<file path="src/rtl/tc_timer_pkg.sv">
// Shared definitions for the bus-mapped timer/counter: FSM states, register
// offsets, CTRL field positions and mode codes.
package tc_pkg;

  localparam int DATA_W = 32;
  localparam int ADDR_W = 30;

  typedef enum logic [1:0] {
    IDLE = 2'd0,
    LOAD = 2'd1,
    CNT  = 2'd2,
    INT  = 2'd3
  } state_e;

  localparam logic [1:0] OFF_CTRL   = 2'd0;
  localparam logic [1:0] OFF_PRESET = 2'd1;
  localparam logic [1:0] OFF_COUNT  = 2'd2;

  localparam int CTRL_EN      = 0;
  localparam int CTRL_MODE_LO = 1;
  localparam int CTRL_MODE_HI = 2;
  localparam int CTRL_IM      = 3;

  localparam logic [1:0] MODE_ONESHOT  = 2'b00;
  localparam logic [1:0] MODE_PERIODIC = 2'b01;

  // Only the exact periodic code reloads; 2'b1x falls back to one-shot.
  function automatic logic is_periodic(input logic [1:0] mode);
    return mode == MODE_PERIODIC;
  endfunction

endpackage

</file>
<file path="src/rtl/tc_timer_if.sv">
// Processor-side bus of the timer: word address, write strobe/data, read data
// and the interrupt line heading to CP0.
interface tc_timer_if;
  import tc_pkg::*;

  logic [ADDR_W-1:0] Addr;
  logic              WE;
  logic [DATA_W-1:0] Din;
  logic [DATA_W-1:0] Dout;
  logic              IRQ;

  modport master (output Addr, output WE, output Din, input Dout, input IRQ);
  modport slave  (input Addr, input WE, input Din, output Dout, output IRQ);

endinterface

</file>
<file path="src/rtl/tc_timer.sv">
// Timer/counter responder: CTRL/PRESET/COUNT register file, address decode and
// the IDLE/LOAD/CNT/INT count FSM driving a maskable interrupt.
module tc_timer
  import tc_pkg::*;
#(
  parameter logic [31:0] BASE_ADDR = 32'h0000_7F00
) (
  input  logic       clk,
  input  logic       reset,
  tc_timer_if.slave  bus
);

  state_e            state_q, state_d;
  logic [3:0]        ctrl_q, ctrl_d;
  logic [DATA_W-1:0] preset_q, preset_d;
  logic [DATA_W-1:0] count_q, count_d;
  logic              irq_flag_q, irq_flag_d;

  logic              sel;
  logic [1:0]        off;
  logic              wr_ctrl;
  logic              wr_preset;
  logic              clr_en;
  logic [1:0]        mode;
  logic [DATA_W-1:0] dout;

  // Word address bits [29:2] correspond to byte address bits [31:4].
  assign off       = bus.Addr[1:0];
  assign sel       = (bus.Addr[ADDR_W-1:2] == BASE_ADDR[31:4]) && (off != 2'b11);
  assign wr_ctrl   = bus.WE && sel && (off == OFF_CTRL);
  assign wr_preset = bus.WE && sel && (off == OFF_PRESET);
  assign mode      = ctrl_q[CTRL_MODE_HI:CTRL_MODE_LO];

  always_ff @(posedge clk) begin
    if (reset) begin
      state_q    <= IDLE;
      ctrl_q     <= '0;
      preset_q   <= '0;
      count_q    <= '0;
      irq_flag_q <= 1'b0;
    end else begin
      state_q    <= state_d;
      ctrl_q     <= ctrl_d;
      preset_q   <= preset_d;
      count_q    <= count_d;
      irq_flag_q <= irq_flag_d;
    end
  end

  always_comb begin
    state_d    = state_q;
    ctrl_d     = ctrl_q;
    preset_d   = preset_q;
    count_d    = count_q;
    irq_flag_d = irq_flag_q;
    clr_en     = 1'b0;

    unique case (state_q)
      IDLE: begin
        if (ctrl_q[CTRL_EN]) state_d = LOAD;
      end
      LOAD: begin
        count_d = preset_q;
        state_d = CNT;
      end
      CNT: begin
        if (!ctrl_q[CTRL_EN]) begin
          state_d = IDLE;
        end else if (count_q > 32'd1) begin
          count_d = count_q - 32'd1;
        end else begin
          count_d    = '0;
          irq_flag_d = 1'b1;
          state_d    = INT;
        end
      end
      INT: begin
        if (is_periodic(mode)) begin
          irq_flag_d = 1'b0;
          state_d    = LOAD;
        end else begin
          clr_en  = 1'b1;
          state_d = IDLE;
        end
      end
      default: state_d = IDLE;
    endcase

    // CPU writes override FSM updates, except the one-shot En clear, which
    // must win so a stray re-enable in the INT cycle cannot restart the count.
    if (wr_ctrl) begin
      ctrl_d     = bus.Din[3:0];
      irq_flag_d = 1'b0;
    end
    if (wr_preset) preset_d = bus.Din;
    if (clr_en) ctrl_d[CTRL_EN] = 1'b0;
  end

  always_comb begin
    dout = '0;
    if (sel) begin
      unique case (off)
        OFF_CTRL:   dout = {{(DATA_W-4){1'b0}}, ctrl_q};
        OFF_PRESET: dout = preset_q;
        OFF_COUNT:  dout = count_q;
        default:    dout = '0;
      endcase
    end
  end

  assign bus.Dout = dout;
  assign bus.IRQ  = irq_flag_q & ctrl_q[CTRL_IM];

endmodule
</file>
<file path="src/flat_wrapper.sv">
// flat-port wrapper written by rule: the top's interface ports become plain ports
module tc_timer_flat import tc_pkg::*;
#(
  parameter logic [31:0] BASE_ADDR = 32'h0000_7F00
)
  (clk, reset, bus_Addr, bus_WE, bus_Din, bus_Dout, bus_IRQ);
  tc_timer_if bus_i ();
  input  logic clk;
  input  logic reset;
  input wire logic [$bits(bus_i.Addr)-1:0] bus_Addr;
  input wire logic [$bits(bus_i.WE)-1:0] bus_WE;
  input wire logic [$bits(bus_i.Din)-1:0] bus_Din;
  output wire logic [$bits(bus_i.Dout)-1:0] bus_Dout;
  output wire logic [$bits(bus_i.IRQ)-1:0] bus_IRQ;
  assign bus_i.Addr = bus_Addr;
  assign bus_i.WE = bus_WE;
  assign bus_i.Din = bus_Din;
  assign bus_Dout = bus_i.Dout;
  assign bus_IRQ = bus_i.IRQ;
  tc_timer #(.BASE_ADDR(BASE_ADDR)) u_core (.clk(clk), .reset(reset), .bus(bus_i));
endmodule
</file>
<file path="config.mk">
export PLATFORM = sky130hd
export DESIGN_NAME = tc_timer_flat
export DESIGN_NICKNAME = d
export VERILOG_FILES = /design/src/rtl/tc_timer_pkg.sv /design/src/rtl/tc_timer_if.sv /design/src/rtl/tc_timer.sv /design/src/flat_wrapper.sv
export SDC_FILE = /design/constraint.sdc
export NUM_CORES = 1
export LEC_CHECK = 0
export BUFFER_PORTS_ARGS = -buffer_cell sky130_fd_sc_hd__buf_4
export CAP_MARGIN = 20
export CELL_PAD_IN_SITES_DETAIL_PLACEMENT = 1
export CELL_PAD_IN_SITES_GLOBAL_PLACEMENT = 1
export CORE_ASPECT_RATIO = 0.75
export CORE_UTILIZATION = 41
export CTS_CLUSTER_SIZE = 25
export DETAILED_ROUTE_END_ITERATION = 10
export PLACE_DENSITY_LB_ADDON = 0.3
export RECOVER_POWER = 100
export SYNTH_ARGS = -nofsm -noshare
export SYNTH_HDL_FRONTEND = slang
export SYNTH_SLANG_ARGS = --single-unit
</file>
<file path="constraint.sdc">
create_clock -name clk -period 4.16 [get_ports clk]
set_input_delay 0.416 -clock clk [delete_from_list [all_inputs] [get_ports clk]]
set_output_delay 0.416 -clock clk [all_outputs]
set_load 0.01 [all_outputs]
</file>
[Word level (Yosys, flattened, before mapping)]
Index checks and enable logic that the tools add are counted.
Storage, ports and cells
  bits in registers: 71
  input port bits: 65
  output and inout bits: 33
  word-level logic and storage cells: 51
Operators by class
  $add $sub $neg: 1
  order comparisons: 1
  equal/unequal tests: 13
  multiplexer cells: 16
  bitwise gates (word level): 1
  reduce and logical (&&, ||, !) cells: 13
Operator list (count)
  $mux 32: 3
  $pmux 32 s3: 1
  $pmux 32 s2: 1
  $gt 32x1->1 const B: 1
  $sub 32x1->32 const B: 1
  $eq 28x11->1 const B: 1
  $pmux 2 s4: 1
  $eq 2x1->1 const B: 3
  $eq 2x2->1 const B: 3
  $mux 1: 6
  $mux 2: 3
  $ne 2x1->1 const B: 3
  $logic_and 1x1->1: 4
  $logic_not 2->1: 2
  $ne 2x2->1 const B: 2
  $reduce_and 2->1: 2
  $reduce_and 4->1: 1
  $reduce_bool 2->1: 2
  $reduce_or 2->1: 2
  $ne 3x3->1 const B: 1
  $pmux 1 s2: 1
  $and 1x1->1: 1

[Longest topological paths before layout]
  word-level depth: 5
  depth in mapped cells: 10
  mapped depth without buffers: 8

[Least setup slack after synthesis]
No wires, ideal clock.
  path type: input -> register
  start point: input port bus_Addr[21]
  end point: register u_core.preset_q[10]
  setup time: 132 ps
  data arrival time: 2310 ps
  slack: 1718 ps
  stages: 8
  cell sequence: or4b_1 > or4_1 > buf_2 > or2_2 > clkbuf_1 > clkbuf_1 > nand2_1 > a21oi_1
Between the ends
  word-level cells in the longest chain between the ends: 4
Ends and longest elaborated chain
  start: declaration: line flat_wrapper.sv:10  | input wire logic [$bits(bus_i.Addr)-1:0] bus_Addr;
  $eq 28x11->1: line tc_timer.sv:29  | assign sel = (bus.Addr[ADDR_W-1:2] == BASE_ADDR[31:4]) && (off != 2'b11);
  $logic_and 1x1->1: line tc_timer.sv:29
  $logic_and 1x1->1 (2 in a row): line tc_timer.sv:31  | assign wr_preset = bus.WE && sel && (off == OFF_PRESET);
  end signal: assignment: line tc_timer.sv:44  | preset_q <= preset_d;
  end: declaration: line tc_timer.sv:15  | logic [DATA_W-1:0] preset_q, preset_d;
Every way passes these cells.
A chain may end at the register's enable or synchronous reset.

[Final worst setup path]
  start point: register u_core.state_q[0]
  end point: register u_core.count_q[15]
Between the ends
  word-level cells in the longest chain between the ends: 3
  elaborated cells between the ends (all ways): 6
Ends and longest elaborated chain
  start: declaration: line tc_timer.sv:13  | state_e state_q, state_d;
  start signal: assignment: line tc_timer.sv:42  | state_q <= state_d;
  $eq 2x2->1 / $eq 2x1->1 (equally long branches): line tc_timer.sv:58  | unique case (state_q)
  $ne 2x1->1 (no source line) / $reduce_bool 2->1 (equally long branches)
  $reduce_and 2->1 (no source line)
  end signal: assignment: line tc_timer.sv:45  | count_q <= count_d;
  end: declaration: line tc_timer.sv:16  | logic [DATA_W-1:0] count_q, count_d;
Parallel ways exist; a longest one is shown, timed or not.

==> flow_metrics.py <==
metrics = {
    "clocking": {
        "clk_pin_slew_ns": 0.06,
        "cts.sinks": 71,
        "hold_buffers": 0,
        "worstSkewPairLatency_ns": 0.33,
        "clockBufferDepth": 2,
        "clock-root-buffer": "clkbuf_16",
        "cts_made_buffers": 9,
        "cts_setup_buffers": 0,
        "htreeDepth": 3,
        "cts_resized": 0,
        "cts_tree": "yes",
    },
    "synth": {
        "synthDistinctLibCells": 56,
        "synth.largest_area_cell": "dfxtp_1",
        "avgSynthCellArea_um2": 7.14,
        "netlist_instances": 578,
        "synth_commonest_cells": "95 x nand2_1, 77 x nor2_1, 71 x dfxtp_1",
        "synth_seq_cells": 71,
        "synth_top_area_share": 0.344,
        "netlist_area_um2": 4130,
        "synthArstFlopShare": 0,
        "ys_seq_area_frac": 0.344,
        "ys_top_cells_by_area": "dfxtp_1 34%, nand2_1 8.6%, nor2_1 7.0%",
        "synth_flop_cell": "dfxtp_1",
        "ys.warnings.count": 0,
        "synth_most_common_cell": "nand2_1",
        "synth-edff-count": 0,
        "syn_nets": 645,
    },
    "finish": {
        "stdcell_area_um2": 5040,
        "diodes": 0,
        "drive_above_1_share": 0.146,
        "nets": 707,
        "final_cells": 777,
        "area_delta_synth_final_pct": 22.1,
    },
    "sta": {
        "slew-limit-headroom": 0.0555,
        "setup_ws_ns": 0.699,
        "hold-worst-slack_ns": 0.328,
        "rsz0062_at_grt": "false",
        "timing.setup.tns_ns": 0,
        "setup_viol": 0,
        "post-route-min-period_ns": 3.46,
        "finalHoldViolCount": 0,
        "fin_crit_sh": 0.832,
        "fmax_mhz": 289,
        "tightest_slew_ns": 1.41,
        "skew_ns": 0.00528,
        "drv_slew": 0,
    },
    "die": {
        "core_um2": 9740,
        "die_w_um": 118,
        "pin_count": 98,
        "dieArea_um2": 10500,
        "die_y_um": 88.9,
        "initial_utilization": 0.424,
        "std_cell_rows": 31,
    },
    "detailed_routing": {
        "first_iter_violations": 352,
        "via_per_inst": 6.16,
        "post_drt_wl_per_cell_um": 19.9,
        "wl_um": 15500,
        "num_vias": 4785,
        "ant_nets": 0,
        "drc": 0,
        "drt_pass1_iterations": 5,
    },
    "placed_design": {
        "dpl_cell_area_um2": 4900,
        "placed_cells": 761,
        "gp_congestion": 0.876,
        "dp_slack_ns": 0.781,
        "portBuffers": 97,
        "hpwl_um": 10200,
    },
    "global_route": {
        "gr-total-overflow": 0,
        "grt_usage": 0.300,
        "grt_max_degree": 73,
        "grt_pass1_wl_um": 24900,
        "antenna_found_initial": 0,
        "grt_pass1_vias": 4877,
    },
    "worst_setup_path": {
        "endpoint_kind": "flip-flop",
        "crit_fanout": 20,
        "crit_buf_inv": 1,
        "cp_cell_sequence": "and3b_1, nor2_1, clkbuf_1, nor3_1, o21ai_0, a31oi_1",
        "cp-start-kind": "flip-flop",
        "cp_slowest_cell": "nor2_1",
        "critPathKind": "reg2reg",
        "critical-path-max-stage-delay_ns": 1.13,
        "arrival_ns": 3.62,
        "cp_data_required_time_ns": 4.32,
        "cp_top_family": "simple AND/OR/NAND/NOR gates",
    },
    "run": {
        "maxCapViolCount": 0,
    },
    "power_and_ir_drop": {
        "leakagePower_nw": 1.78,
        "power-per-cell-area_nw_per_um2": 304,
        "peakVddDrop_mv": 0.159,
    },
    "run_status": {
        "outcome": "complete, no violations",
    },
    "worst_hold_path": {
        "min_path_type": "in2reg",
    },
}
[worst min-delay path, cell delays in order]
cell and delay, ns:
buf_4 0.11, nand2_1 0.05, a21oi_1 0.05
[layout by cell type (no fill, tap or decap), types with 4 or more instances in the layout]
| cell type | instances |
|---|---|
| nand2b_1 | 7 |
| inv_1 | 6 |
| a221oi_1 | 5 |
| nand2_1 | 95 |
| o21ai_0 | 21 |
| nor4_1 | 14 |
| nor2_1 | 78 |
| mux2i_1 | 11 |
| nand4_1 | 7 |
| a22oi_1 | 30 |
| dfxtp_1 | 71 |
| a211oi_1 | 4 |
| o21a_1 | 5 |
| a21oi_1 | 50 |
| nand3b_1 | 4 |
| nand3_1 | 16 |
| clkbuf_16 | 9 |
| a31oi_1 | 18 |
| or4_1 | 9 |
| clkbuf_1 | 35 |
| buf_4 | 70 |
| nor3_1 | 21 |
[metrics by stage]
step	util	power, mW
after floorplan	-	0.720
after global placement	0.503	0.773
after detailed placement	0.503	0.775
after CTS	0.533	1.54
after global routing	0.518	1.58
final	0.518	1.53
[power by group]
group          total, mW  internal [mW]  leakage [nW]  switching (mW)
combinational     0.0799         0.0430          1.06          0.0368
sequential         0.680          0.680         0.571  0.000000000275
clock              0.775          0.478         0.146           0.297
[registers in the layout (all words and copies together), names as in the netlist]
register / flops
u_core.count_q: 32
u_core.ctrl_q: 4
u_core.irq_flag_q: 1
u_core.preset_q: 32
u_core.state_q: 2
[per-layer routing]
metal  GRT usage  wire [um]  part of all wire  up-vias
li1            -          -                 -     2203
met2       0.532       7380              0.48      219
met1       0.372       6720              0.43     2336
met4      0.0967        274             0.018        0
met3      0.0619       1120             0.072       27
met5           0          0                 0        -
[layout make-up]
type / instances / area, um2
fillers: 1270 / 4690
multi-input cells: 447 / 2460
flip-flops and latches: 71 / 1420
repair buffers: 105 / 677
clock buffers: 12 / 246
well taps: 132 / 165
clock inverters: 4 / 45.0
inverters: 6 / 22.5
[path summary, 6_finish.rpt]
path                            start                  end  slack (ns)  cells after the start
setup / recovery    u_core.state_q[0]   u_core.count_q[15]        0.70                      6
setup reg to reg    u_core.state_q[0]   u_core.count_q[15]        0.70                      6
hold / removal            bus_Din[14]  u_core.preset_q[14]        0.33                      3
hold reg to reg   u_core.preset_q[18]  u_core.preset_q[18]        0.47                      2
[kinds of logic (layout without fill, tap and decap cells)]
group / after synthesis / count (layout) / share of synthesized area
compound gates: 152 / 152 / 0.234
xor+xnor: 3 / 3 / 0.00637
fa+ha+maj: 2 / 2 / 0.00606
buf+inv: 60 / 127 / 0.0558
flops: 71 / 71 / 0.344
mux: 11 / 11 / 0.0267
simple gates: 279 / 279 / 0.326
(Power assumes the default switching activity.)
